`src/rtl/ram_reader.sv`:
```
// ram_reader: sweeps an address window of a registered-read RAM and streams
// each word out on a valid/ready interface. A read whose ISSUE cycle
// coincided with a RAM write returns the write data (write-first), so it is
// discarded and the same address is read again.
module ram_reader #(
    parameter int data_width = 8,
    parameter int ram_size   = 32,
    parameter int addr_width = $clog2(ram_size)
) (
    input  logic                  clk,
    input  logic                  rst,
    input  logic                  start,
    input  logic [addr_width-1:0] base,
    input  logic [addr_width:0]   count,
    output logic                  busy,
    output logic                  done,
    output logic [addr_width-1:0] raddr,
    input  logic [data_width-1:0] rdata,
    input  logic                  ram_we,
    output logic                  m_valid,
    output logic [data_width-1:0] m_data,
    output logic                  m_last,
    input  logic                  m_ready
);

    typedef enum logic [2:0] {
        S_IDLE,
        S_ISSUE,
        S_CAPT,
        S_SEND,
        S_DONE
    } state_t;

    localparam logic [addr_width-1:0] LAST_ADDR = addr_width'(ram_size - 1);
    localparam logic [addr_width:0]   ONE_LEFT  = (addr_width + 1)'(1);

    state_t                state;
    logic [addr_width-1:0] addr_cur;
    logic [addr_width:0]   remaining;
    logic                  hit;

    // Next address in the sweep; wraps at ram_size, which need not be 2**n.
    function automatic logic [addr_width-1:0] next_addr(input logic [addr_width-1:0] a);
        if (a == LAST_ADDR)
            return '0;
        else
            return a + 1'b1;
    endfunction

    // Transfer FSM; every output is a register driven from here.
    always_ff @(posedge clk) begin
        if (rst) begin
            state     <= S_IDLE;
            busy      <= 1'b0;
            done      <= 1'b0;
            raddr     <= '0;
            m_valid   <= 1'b0;
            m_data    <= '0;
            m_last    <= 1'b0;
            hit       <= 1'b0;
            addr_cur  <= '0;
            remaining <= '0;
        end else begin
            case (state)
                S_IDLE: begin
                    done <= 1'b0;
                    if (start) begin
                        if (count != '0) begin
                            addr_cur  <= base;
                            remaining <= count;
                            raddr     <= base;
                            busy      <= 1'b1;
                            state     <= S_ISSUE;
                        end else begin
                            // Empty transfer: report completion, emit nothing.
                            done  <= 1'b1;
                            state <= S_DONE;
                        end
                    end
                end
                S_ISSUE: begin
                    // A write during the read cycle means dout will carry din.
                    hit   <= ram_we;
                    state <= S_CAPT;
                end
                S_CAPT: begin
                    if (hit) begin
                        state <= S_ISSUE;
                    end else begin
                        m_data  <= rdata;
                        m_last  <= (remaining == ONE_LEFT);
                        m_valid <= 1'b1;
                        state   <= S_SEND;
                    end
                end
                S_SEND: begin
                    if (m_ready) begin
                        m_valid   <= 1'b0;
                        remaining <= remaining - 1'b1;
                        if (m_last) begin
                            done  <= 1'b1;
                            busy  <= 1'b0;
                            state <= S_DONE;
                        end else begin
                            addr_cur <= next_addr(addr_cur);
                            raddr    <= next_addr(addr_cur);
                            state    <= S_ISSUE;
                        end
                    end
                end
                S_DONE: begin
                    done  <= 1'b0;
                    state <= S_IDLE;
                end
                default: begin
                    state <= S_IDLE;
                end
            endcase
        end
    end

endmodule

```
`config.mk`:
```
export PLATFORM = sky130hd
export DESIGN_NAME = ram_reader
export DESIGN_NICKNAME = d
export VERILOG_FILES = /design/src/rtl/ram_reader.sv
export SDC_FILE = /design/constraint.sdc
export NUM_CORES = 1
export LEC_CHECK = 0
export ABC_AREA = 1
export BUFFER_PORTS_ARGS = -buffer_cell sky130_fd_sc_hd__buf_2
export CAP_MARGIN = 25
export CORE_MARGIN = 2
export CORE_UTILIZATION = 35
export DETAILED_ROUTE_END_ITERATION = 6
export SYNTH_ARGS = -nofsm -noshare
export SYNTH_HDL_FRONTEND = slang
export SYNTH_SLANG_ARGS = --single-unit
```
`constraint.sdc`:
```
create_clock -name clk -period 2.65 [get_ports clk]
set_input_delay 0 -clock clk [delete_from_list [all_inputs] [get_ports clk]]
set_output_delay 0 -clock clk [all_outputs]
set_load 0.03 [all_outputs]
```
---- Word level (Yosys, flattened, before mapping) ----
Index checks and enable logic that the tools add are counted.
word-level totals
  bits in registers ....................... 27
  output and inout bits ................... 17
  logic and storage cells ................. 65
cells by class
  $add $sub $neg .......................... 2
  equal/unequal tests ..................... 12
  multiplexer cells ....................... 29
  bitwise gates (word level) .............. 1
  reduce and logical (&&, ||, !) cells .... 12
operators by type and width
  cell                                               count
  two-way mux 5 bit                                  5
  two-way mux 6 bit                                  3
  two-way mux 3 bit                                  4
  != test 2 bit (second input constant)              6
  case mux 3 bit (4 select lines)                    1
  case mux 6 bit (2 select lines)                    1
  two-way mux 1 bit                                  10
  case mux 5 bit (2 select lines)                    1
  AND reduction 5 bit                                2
  == test 3 x 2 -> 1 bit (second input constant)     2
  == test 6 x 1 -> 1 bit (second input constant)     1
  AND reduction 3 bit                                2
  nonzero test 6 bit                                 1
  subtractor 6 x 1 -> 6 bit (second input constant)  1
  adder 5 x 1 -> 5 bit (second input constant)       1
  == test 5 bit (second input constant)              1
  case mux 1 bit (2 select lines)                    2
  AND reduction 2 bit                                2
  AND reduction 4 bit                                1
  nonzero test 2 bit                                 2
  == test 3 x 1 -> 1 bit (second input constant)     1
  == test 3 bit (second input constant)              1
  logical NOT 3 bit                                  1
  case mux 1 bit (3 select lines)                    1
  other kinds (3)                                    3

---- Longest topological paths before layout ----
Gate-level depths: netlist (run 1).
  word-level depth ........................ 5
  gate-level depth with buffers ........... 9
  depth with buffers taken out ............ 9

---- Least setup slack after synthesis (run 1) ----
No wires, ideal clock.
  path type ............................... reg2reg
  from .................................... reg addr_cur[0]
  to ...................................... reg addr_cur[4]
  setup time .............................. 113 ps
  arrival time ............................ 1379 ps
  required time ........................... 2537 ps
  slack ................................... 1158 ps
  cell stages (with the launch flop) ...... 9
  period minus slack after synthesis ...... 1492 ps
  cell sequence ........................... dfxtp_1 > ha_1 > nand2_1 > nor2_1 > ha_1 > nand2_1 > nand2_1 > nor2_1 > nor2_1
on the way
  longest elaborated chain between the ends .. 5
  elaborated cells on any way between the ends .. 6
RTL lines
  item                                                          RTL line  text
  from (decl)                                                   38        logic [addr_width-1:0] addr_cur;
  from (signal assigned)                                        69        addr_cur <= base;
  from (signal assigned)                                        105       addr_cur <= next_addr(addr_cur);
  adder 5 x 1 -> 5 bit / == test 5 bit (equally long branches)  47, 44
  two-way mux 5 bit *                                           44        if (a == LAST_ADDR)
  two-way mux 5 bit *                                           100       if (m_last) begin
  two-way mux 5 bit *                                           97        if (m_ready) begin
  case mux 5 bit (2 select lines) *                             64        case (state)
Mark *: on every way between the ends. The rest lies on a longest branch, timed or not. The select of a mux whose other input is x is not followed.
A chain may end at the register's enable or synchronous reset.

---- Worst setup path in the final report (run 1) ----
  from .................................... reg state[2]
  to ...................................... reg m_data[5]
on the way
  longest elaborated chain between the ends .. 2
RTL lines
  item                           RTL line  text
  from (decl)                    37        state_t state;
  from (signal assigned)         53        state <= S_IDLE;
  from (signal assigned)         73        state <= S_ISSUE;
  from (signal assigned)         77        state <= S_DONE;
  == test 3 x 2 -> 1 bit         64
  AND reduction 2 bit (no line)  n/a
  to (signal assigned)           90        m_data <= rdata;
  to (decl)                      21        output logic [data_width-1:0] m_data,
No other way between the ends.

==> results of run 1 <==
## worst paths after layout
check / to / cells past startpoint / slack, ns
worst max-delay path: m_data[5] / 4 / 1.0
worst min-delay path: m_data[6] / 3 / 0.009
worst max register to register: m_data[5] / 4 / 1.0
worst min register to register: m_data[5] / 2 / 0.44
## routing by layer
metal | track usage | share of wire
met1 | 0.197 | 0.49
met2 | 0.233 | 0.44
met3 | 0.0325 | 0.060
met4 | 0.0450 | 0.0066
met5 | 0 | 0
## what timing repair did
item / CTS / global route
hold buffers: 2 / 0
endpoints found under the hold margin: 2 / 0
endpoints found under the setup margin: 0 / 0
## Yosys cell counts (all sizes together)
library cell | number | area (um^2)
nand2 | 56 | 248
inv | 29 | 111
nor2 | 28 | 115
dfxtp | 27 | 541
o21ai | 22 | 110
a21oi | 19 | 110
nand3 | 9 | 62.6
clkbuf | 4 | 16.3
ha | 4 | 50.1
buf | 3 | 23.8
nand4 | 3 | 18.8
nor3 | 2 | 10.0
xnor2 | 2 | 17.5
a211oi | 1 | 7.51
a21boi | 1 | 7.51
a31oi | 1 | 6.26
xor2 | 1 | 8.76
## through the flow
stage | total power [W] | worst slack, ns | utilization
floorplan | 0.00135 | 1.16 | -
finish | 0.00178 | 0.996 | 0.438
global placement | 0.00156 | 1.02 | 0.422
CTS | 0.00180 | 0.970 | 0.438
detailed placement | 0.00156 | 0.984 | 0.422
global route | 0.00194 | 0.758 | 0.438
## final cells by class
cell class	count	area [um^2]
clock buffers	4	45.0
fillers	426	2250
flip-flops and latches	27	541
multi-input cells	149	772
inverters	29	111
repair buffers	42	220
well taps	50	62.6
## worst max-delay path: cells and delay by family, from the launching register on
family,cells,cell delay [ns]
compound gates,2,0.47
buf+inv,1,0.11
flops,1,0.38
simple gates,1,0.56
## kinds of logic (layout without fill, tap and decap cells)
kind of cell | Yosys count | count (layout)
xor+xnor | 3 | 3
buf+inv | 36 | 75
simple gates | 98 | 98
flops | 27 | 27
compound gates | 44 | 44
fa+ha+maj | 4 | 4
## state kept, by name, summed over array words and instances (netlist names)
register / count
m_data: 8
remaining: 6
addr_cur: 5
state: 3
busy: 1
done: 1
hit: 1
m_last: 1
m_valid: 1
## power by group through the flow
stage | sequential (W) | clock, W | combinational [W]
2_1_floorplan | 0.000800 | 0 | 0.000553
3_3_place_gp | 0.000655 | 0 | 0.000904
3_5_place_dp | 0.000655 | 0 | 0.000903
4_1_cts | 0.000646 | 0.000242 | 0.000908
5_1_grt | 0.000664 | 0.000257 | 0.00102
6_report | 0.000646 | 0.000232 | 0.000898
==> reports/metrics.yaml, run 1 <==
status: "complete, no violations"
end_kind: "register"
crit_chain: "inv_2 > nand4_1 > o21ai_0 > a21oi_1"
post_drt_via_cell_ratio: 4.60
max-clock-path-buffers: 2
clkPwrFrac: 0.130
tritoncts: "yes"
postCtsSetupRepairBufs: 0
slew_viol_final: 0
cts_buffers: 3
critical_path_class: "register to register"
n_antenna_cell: 0
die_w_um: 68.7
nNetsFinal: 280
post_dp_cell_area_mm2: 0.00169
fp.coreArea_mm2: 0.00400
cts.sinks: 27
final_area_mm2: 0.00175
whs_ns: 0.00898
clk_pin_slew_ns: 0.09
crit_required_ns: 2.79
gr-total-overflow: 0
internal_power_w: 0.000949
final_cells: 301
synth-simple-area-share: 0.310
drtIter0Drc: 80
ys_types: 31
cp-start-kind: "register"
drt-total-wl_um: 3170
dpl.hpwl_um: 2470
muxShareOfSynthArea: 0
setup_viol: 0
cts_root_buf: "clkbuf_8"
worstPathArrival_ns: 1.79
synth.net_count: 240
port_buffers: 40
hold_path.class: "input pin to register"
switching_share: 0.466
post_drt_wl_per_cell_um: 10.5
slowest_delay_ns: 0.56
drcViolationCount: 0
startpoint: "state[2]"
period_minus_slack_ns: 1.65
pwr-share-seq: 0.364
fmax_ghz: 0.605
tns_ns: 0
tightest_slew_ns: 0.697
mostFrequentLayoutCell: "nand2_1"
via_count: 1385
grt_pass1_wl_um: 5240
rr_startpoint: "state[2]"
drv_cap: 0
final_cell_mix: "49 x nand2_1, 40 x buf_2, 27 x dfxtp_1"
grt_max_degree: 21
synthCells: 212
ant_nets: 0
finalHoldViolCount: 0
ys_ff_latch: 27
htreeDepth: 1
p_leak_nw: 0.857
finClkSkew_ns: 0.00483
synthAdderAreaFrac: 0.0342
crit_fanout: 20
slew-limit-headroom: 0.534
yosys_warnings: 0
io_pins: 41
drive_gt1_frac: 0.235
grt_setup_unrepaired: "no"
area_growth_pct: 19.7
cp_slowest_cell: "nand4_1"
synth_top_family_by_area: "simple AND/OR/NAND/NOR gates"
antenna_found_initial: 0
switching_power_w: 0.000827
start_util: 0.366
ir_worst_vdd_mv: 0.390
gp_congestion: 0.820
clock_latency_ns: 0.27
die-area_mm2: 0.00472
ys_seq_area_frac: 0.369
grt_usage: 0.147
num_rows: 23
drt-pass1-iter-count: 4
syn_area_per_cell_um2: 6.91
grt_pass1_vias: 1225
dp_cells: 295
synthXorXnorAreaFrac: 0.0179
synth_compound_area_frac: 0.165
finalCritPeriodShare: 0.624
min-delay-start: "rdata[6]"
cts_resized: 0
fp.dieH_um: 68.7
power_density_mw_per_mm2: 1010
syn-cell-area_mm2: 0.00146
pwr-share-comb: 0.506
Power figures use the tool's default switching activity.
==> inputs of run 2 (changes only) <==
==> constraint.sdc (replaced) <==
create_clock -name clk -period 1.6 [get_ports clk]
set_input_delay 0 -clock clk [delete_from_list [all_inputs] [get_ports clk]]
set_output_delay 0 -clock clk [all_outputs]
set_load 0.03 [all_outputs]
==> run 2 against run 1 <==
The run now ends with hold timing left. Final area up 4.8%. Critical path depth up 3. Worst setup slack worse by 0.76 ns. Power up 68%. Sequential share of layout area down 1.4 points. Fmax up 22%. First-iteration DRC count down 26%. Cell count up 3.0%. Utilization up 2.1 points. Critical endpoint is now remaining[3]. Largest cell class unchanged. Highest routed layer unchanged.
==> reports/metrics.yaml, run 2 (synthesized netlist as in run 1, its figures left out) <==
status: "complete, but fails checks"
failed_checks: "hold timing"
crit_required_ns: 1.78  # -1.01 ns
nFillCells: 411  # -3.5%
final_cell_mix: "49 x nand2_1, 40 x buf_2, 27 x dfxtp_1"
r2r_slack_ns: 0.24  # -0.76 ns
num_rows: 23  # unchanged
ir_worst_vdd_mv: 0.699  # +79%
slew-limit-headroom: 0.609  # +0.0751
fp.coreArea_mm2: 0.00400  # unchanged
critical_path_class: "register to register"
nNetsFinal: 289  # +3.2%
die-area_mm2: 0.00472  # unchanged
finalCritPeriodShare: 0.850  # +0.226
clk_pin_slew_ns: 0.10  # about the same
gp_congestion: 0.777  # -5.2%
period_minus_slack_ns: 1.36  # -0.293 ns
postCtsSetupRepairBufs: 0  # unchanged
worstPathArrival_ns: 1.54  # -0.25 ns
port_buffers: 40  # unchanged
rr_startpoint: "state[0]"
tns_ns: 0  # unchanged
max_flop_register: "m_data"
hold_path.class: "input pin to register"
top_regs: "m_data: 8 flops, remaining: 6 flops, addr_cur: 5 flops"
whs_ns: -0.00751  # -0.0165 ns
area_growth_pct: 25.4
grt_pass1_vias: 1140  # -6.9%
io_pins: 41  # unchanged
post_drt_wl_per_cell_um: 10.4  # -1.3%
grt_max_degree: 21  # unchanged
slowest_delay_ns: 0.40  # -0.16 ns
clock_latency_ns: 0.28  # about the same
crit_family: "simple AND/OR/NAND/NOR gates"
die_w_um: 68.7  # unchanged
via_count: 1419  # +2.5%
n_antenna_cell: 0  # unchanged
grt_pass1_wl_um: 5140  # -1.9%
tightest_slew_ns: 0.585  # -0.111 ns
dpl.hpwl_um: 2370  # -4.2%
antenna_found_initial: 0  # unchanged
post_dp_cell_area_mm2: 0.00171  # +1.3%
final_area_mm2: 0.00184  # +4.8%
setup_viol: 0  # unchanged
crit_chain: "nand2_1 > nor2_4 > inv_2 > a21oi_4 > nand3_1 > nand2_1 > nor2_1"
power_density_mw_per_mm2: 1630  # +61%
drtIter0Drc: 59  # -26%
cp_slowest_cell: "dfxtp_1"
htreeDepth: 1  # unchanged
r2r_cells: 7  # +3
grt_setup_unrepaired: "no"
grt_usage: 0.147  # +0.000441
fp.dieH_um: 68.7  # unchanged
gr-total-overflow: 0  # unchanged
drcViolationCount: 0  # unchanged
p_leak_nw: 0.899  # +5.0%
drt-total-wl_um: 3230  # +1.6%
cts_buffers: 3  # unchanged
drv_cap: 0  # unchanged
cp_common_cell: "nand2_1"
end_kind: "register"
slew_viol_final: 0  # unchanged
fmax_ghz: 0.735  # +22%
cts_root_buf: "clkbuf_8"
finClkSkew_ns: 0.00591  # +0.00108 ns
cts.sinks: 27  # unchanged
cp_num_buf_inv: 1  # unchanged
r2r-end: "remaining[3]"
max-clock-path-buffers: 2  # unchanged
startpoint: "state[0]"
start_util: 0.366  # unchanged
post_drt_via_cell_ratio: 4.58  # -0.52%
crit_fanout: 16  # -20%
endpoint: "remaining[3]"
drive_gt1_frac: 0.242  # +0.00725
cp-start-kind: "register"
ant_nets: 0  # unchanged
drt-pass1-iter-count: 4  # unchanged
tritoncts: "yes"
finalHoldViolCount: 1  # +1
mostFrequentLayoutCell: "nand2_1"
largest_reg_flops: 8  # unchanged
crit_cells: 7  # +3
-- run 2: cell types whose count changed in the layout (fill, tap and decap cells not counted), sizes merged --
cell         change
clkbuf           -1
buf              +3
dlygate4sd3      +6
clkinv           +1
-- run 2: area by class of cell --
cell class,count,area (um^2),area share
tap,50,62.6,0.0341
multi-input combinational,149,772,0.421
inverter,29,111,0.0607
timing repair buffer,51,303,0.165
clock buffer,3,41.3,0.0225
clock inverter,1,5.00,0.00273
sequential,27,541,0.294
-- run 2: repair_timing --
| item | CTS | global route |
|---|---|---|
| endpoints found under the hold margin | 9 | 0 |
| resized for setup | 0 | 0 |
| hold buffers | 8 | 0 |
-- run 2: stage by stage --
stage | util | power (W) | cells | hold WS (ns) | setup WS (ns)
finish | 0.459 | 0.00299 | 310 | -0.00751 | 0.239
global placement | 0.427 | 0.00260 | 298 | 0.278 | 0.253
floorplan | - | 0.00224 | 212 | 0.191 | 0.108
global route | 0.459 | 0.00325 | 310 | 0.0113 | 0.0794
CTS | 0.459 | 0.00302 | 310 | 0.000401 | 0.212
detailed placement | 0.427 | 0.00260 | 298 | 0.284 | 0.239
-- run 2: where the power goes --
| part | switching [W] | total (W) | internal, W |
|---|---|---|---|
| logic | 0.000993 | 0.00153 | 0.000534 |
| registers | 0.000168 | 0.00106 | 0.000893 |
| clock network | 0.000224 | 0.000399 | 0.000175 |
| total | 0.00138 | 0.00299 | 0.00160 |
-- run 2: worst min-delay path by stage --
stage                   from        end  slack [ns]  cells past startpoint
finish              rdata[2]  m_data[2]      -0.008                      3
global route        rdata[2]  m_data[2]        0.01                      3
CTS                 rdata[2]  m_data[2]      0.0004                      3
detailed placement  rdata[6]  m_data[6]        0.28                      3
global placement    rdata[0]  m_data[0]        0.28                      3
floorplan             ram_we        hit        0.19                      2
-- run 2: worst min-delay path, cell delays in order --
cell,delay (ns)
buf_2,0.07
o21ai_0,0.07
a21oi_1,0.10
-- run 2: routing by layer --
metal / global-route usage / up-vias / part of all wire
met5: 0 / - / 0
met4: 0.0600 / 0 / 0.016
li1: - / 767 / -
met1: 0.196 / 613 / 0.49
met2: 0.231 / 34 / 0.44
met3: 0.0292 / 5 / 0.051
==> inputs of run 3 (changes only) <==
--- a/config.mk
+++ b/config.mk
@@ -8,6 +8,7 @@
 export ABC_AREA = 1
 export BUFFER_PORTS_ARGS = -buffer_cell sky130_fd_sc_hd__buf_2
 export CAP_MARGIN = 25
+export CORE_ASPECT_RATIO = 0.8
 export CORE_MARGIN = 2
 export CORE_UTILIZATION = 35
 export DETAILED_ROUTE_END_ITERATION = 6
==> run 3 against run 2 <==
The run now ends clean. Utilization decreased by 0.77 points. Clock power about the same. Die area about the same. Fmax decreased by 4.9%. Worst setup slack got worse by 0.070 ns. Register-to-register slack got worse by 0.07 ns. Highest routed layer unchanged. Global-route usage about the same. Final area increased by 0.75%. Critical endpoint is now addr_cur[2].
==> reports/metrics.yaml, run 3 (synthesized netlist as in run 1, its figures left out) <==
status: "complete, no violations"
drt-total-wl_um: 3340  # +3.7%
max_flop_register: "m_data"
finalCritPeriodShare: 0.894  # +0.0439
fp.coreArea_mm2: 0.00410  # +2.5%
post_dp_cell_area_mm2: 0.00173  # +1.2%
min-delay-start: "rdata[3]"
power_density_mw_per_mm2: 1640  # +0.57%
grt_max_degree: 21  # unchanged
clock_latency_ns: 0.27  # about the same
slowest_delay_ns: 0.40  # about the same
crit_fanout: 10  # -6
grt_pass1_vias: 1213  # +6.4%
grt_pass1_wl_um: 5550  # +7.9%
top_regs: "m_data: 8 flops, remaining: 6 flops, addr_cur: 5 flops"
grt_usage: 0.147  # -0.000174
cp_common_cell: "nand2_1"
die_w_um: 76.3  # +11%
worstPathArrival_ns: 1.61  # +0.07 ns
num_rows: 21  # -8.7%
port_buffers: 40  # unchanged
rr_startpoint: "state[1]"
dpl.hpwl_um: 2510  # +6.3%
gp_congestion: 0.849  # +9.3%
cts_root_buf: "clkbuf_8"
fp.dieH_um: 61.8  # -9.9%
drv_cap: 0  # unchanged
drtIter0Drc: 42  # -29%
hold_path.class: "input pin to register"
gr-total-overflow: 0  # unchanged
post_drt_wl_per_cell_um: 10.6  # +1.7%
grt_setup_unrepaired: "no"
slew_viol_final: 0  # unchanged
max-clock-path-buffers: 2  # unchanged
io_pins: 41  # unchanged
drive_gt1_frac: 0.243  # +0.000936
drcViolationCount: 0  # unchanged
start_util: 0.357  # -0.00883
period_minus_slack_ns: 1.43  # +0.0702 ns
setup_viol: 0  # unchanged
critical_path_class: "register to register"
final_cell_mix: "49 x nand2_1, 40 x buf_2, 27 x dfxtp_1"
ir_worst_vdd_mv: 0.519  # -26%
final_cells: 316  # +1.9%
antenna_found_initial: 0  # unchanged
largest_reg_flops: 8  # unchanged
tightest_slew_ns: 0.538  # -0.0475 ns
cts.sinks: 27  # unchanged
mostFrequentLayoutCell: "nand2_1"
ant_nets: 0  # unchanged
tns_ns: 0  # unchanged
nNetsFinal: 288  # -0.35%
nFillCells: 453  # +10%
cp_slowest_cell: "dfxtp_1"
tritoncts: "yes"
finalHoldViolCount: 0  # -1
area_growth_pct: 26.3
post_drt_via_cell_ratio: 4.34  # -5.2%
finClkSkew_ns: 0.00177  # -0.00414 ns
fmax_ghz: 0.699  # -4.9%
clk_pin_slew_ns: 0.10  # about the same
slew-limit-headroom: 0.641  # +0.0317
multi_input_area_um2: 772  # unchanged
cts_buffers: 3  # unchanged
final_area_mm2: 0.00185  # +0.75%
crit_required_ns: 1.78  # about the same
end_kind: "register"
startpoint: "state[1]"
htreeDepth: 1  # unchanged
dp_cells: 305  # +2.3%
cp-start-kind: "register"
drt-pass1-iter-count: 4  # unchanged
n_antenna_cell: 0  # unchanged
seqCellArea_um2: 541  # unchanged
via_count: 1371  # -3.4%
p_leak_nw: 0.902  # +0.32%
die-area_mm2: 0.00472  # about the same
crit_chain: "nand2_1 > nor2_4 > nand2_2 > nand2_4 > inv_4 > nand3_4 > nand2_1 > nand2_1 > nor2_1"
## run 3: final timing paths
kind / to / slack [ns] / cells after the start
worst min-delay path: m_data[3] / 0.004 / 3
worst max register to register: addr_cur[2] / 0.17 / 9
worst max-delay path: addr_cur[2] / 0.17 / 9
worst min register to register: m_data[3] / 0.45 / 2
## run 3: critical path: cells and delay by family (launching register included)
family,cells,cell delay (ns)
and+or+nand+nor,8,0.86
buffers and inverters,1,0.06
DFF,1,0.40
## run 3: cell type report
cell class / count / area share
Inverter: 29 / 0.0616
Multi-Input combinational cell: 149 / 0.417
Tap cell: 57 / 0.0386
Clock buffer: 3 / 0.0223
Timing Repair Buffer: 50 / 0.165
Clock inverter: 1 / 0.00271
Sequential cell: 27 / 0.292
## run 3: power by group
| part | internal (W) | switching [W] |
|---|---|---|
| Clock | 0.000175 | 0.000223 |
| Sequential | 0.000892 | 0.000168 |
| Combinational | 0.000553 | 0.00102 |
| Total | 0.00162 | 0.00141 |
## run 3: timing repair
action                                  4_1_cts  5_1_grt
endpoints found under the hold margin         7        0
buffers inserted                              0        0
resized for setup                             0        2
endpoints found under the setup margin        0        2
hold buffers                                  7        0
## run 3: metal layers
| layer | vias to the layer above | GRT usage | share of wire |
|---|---|---|---|
| met5 | - | 0 | 0 |
| met4 | 0 | 0.0390 | 0.0063 |
| met3 | 2 | 0.0376 | 0.049 |
| met2 | 28 | 0.240 | 0.44 |
| met1 | 574 | 0.198 | 0.51 |
| li1 | 767 | - | - |
## run 3: metrics by stage
step | hold slack (ns) | worst slack, ns | utilization | total power, W
after floorplan | 0.191 | 0.108 | - | 0.00224
after global placement | 0.276 | 0.234 | 0.422 | 0.00261
after detailed placement | 0.288 | 0.171 | 0.422 | 0.00264
after CTS | 0.00432 | 0.148 | 0.451 | 0.00305
after global routing | 0.0457 | 0.0176 | 0.451 | 0.00332
final | 0.00421 | 0.169 | 0.451 | 0.00303
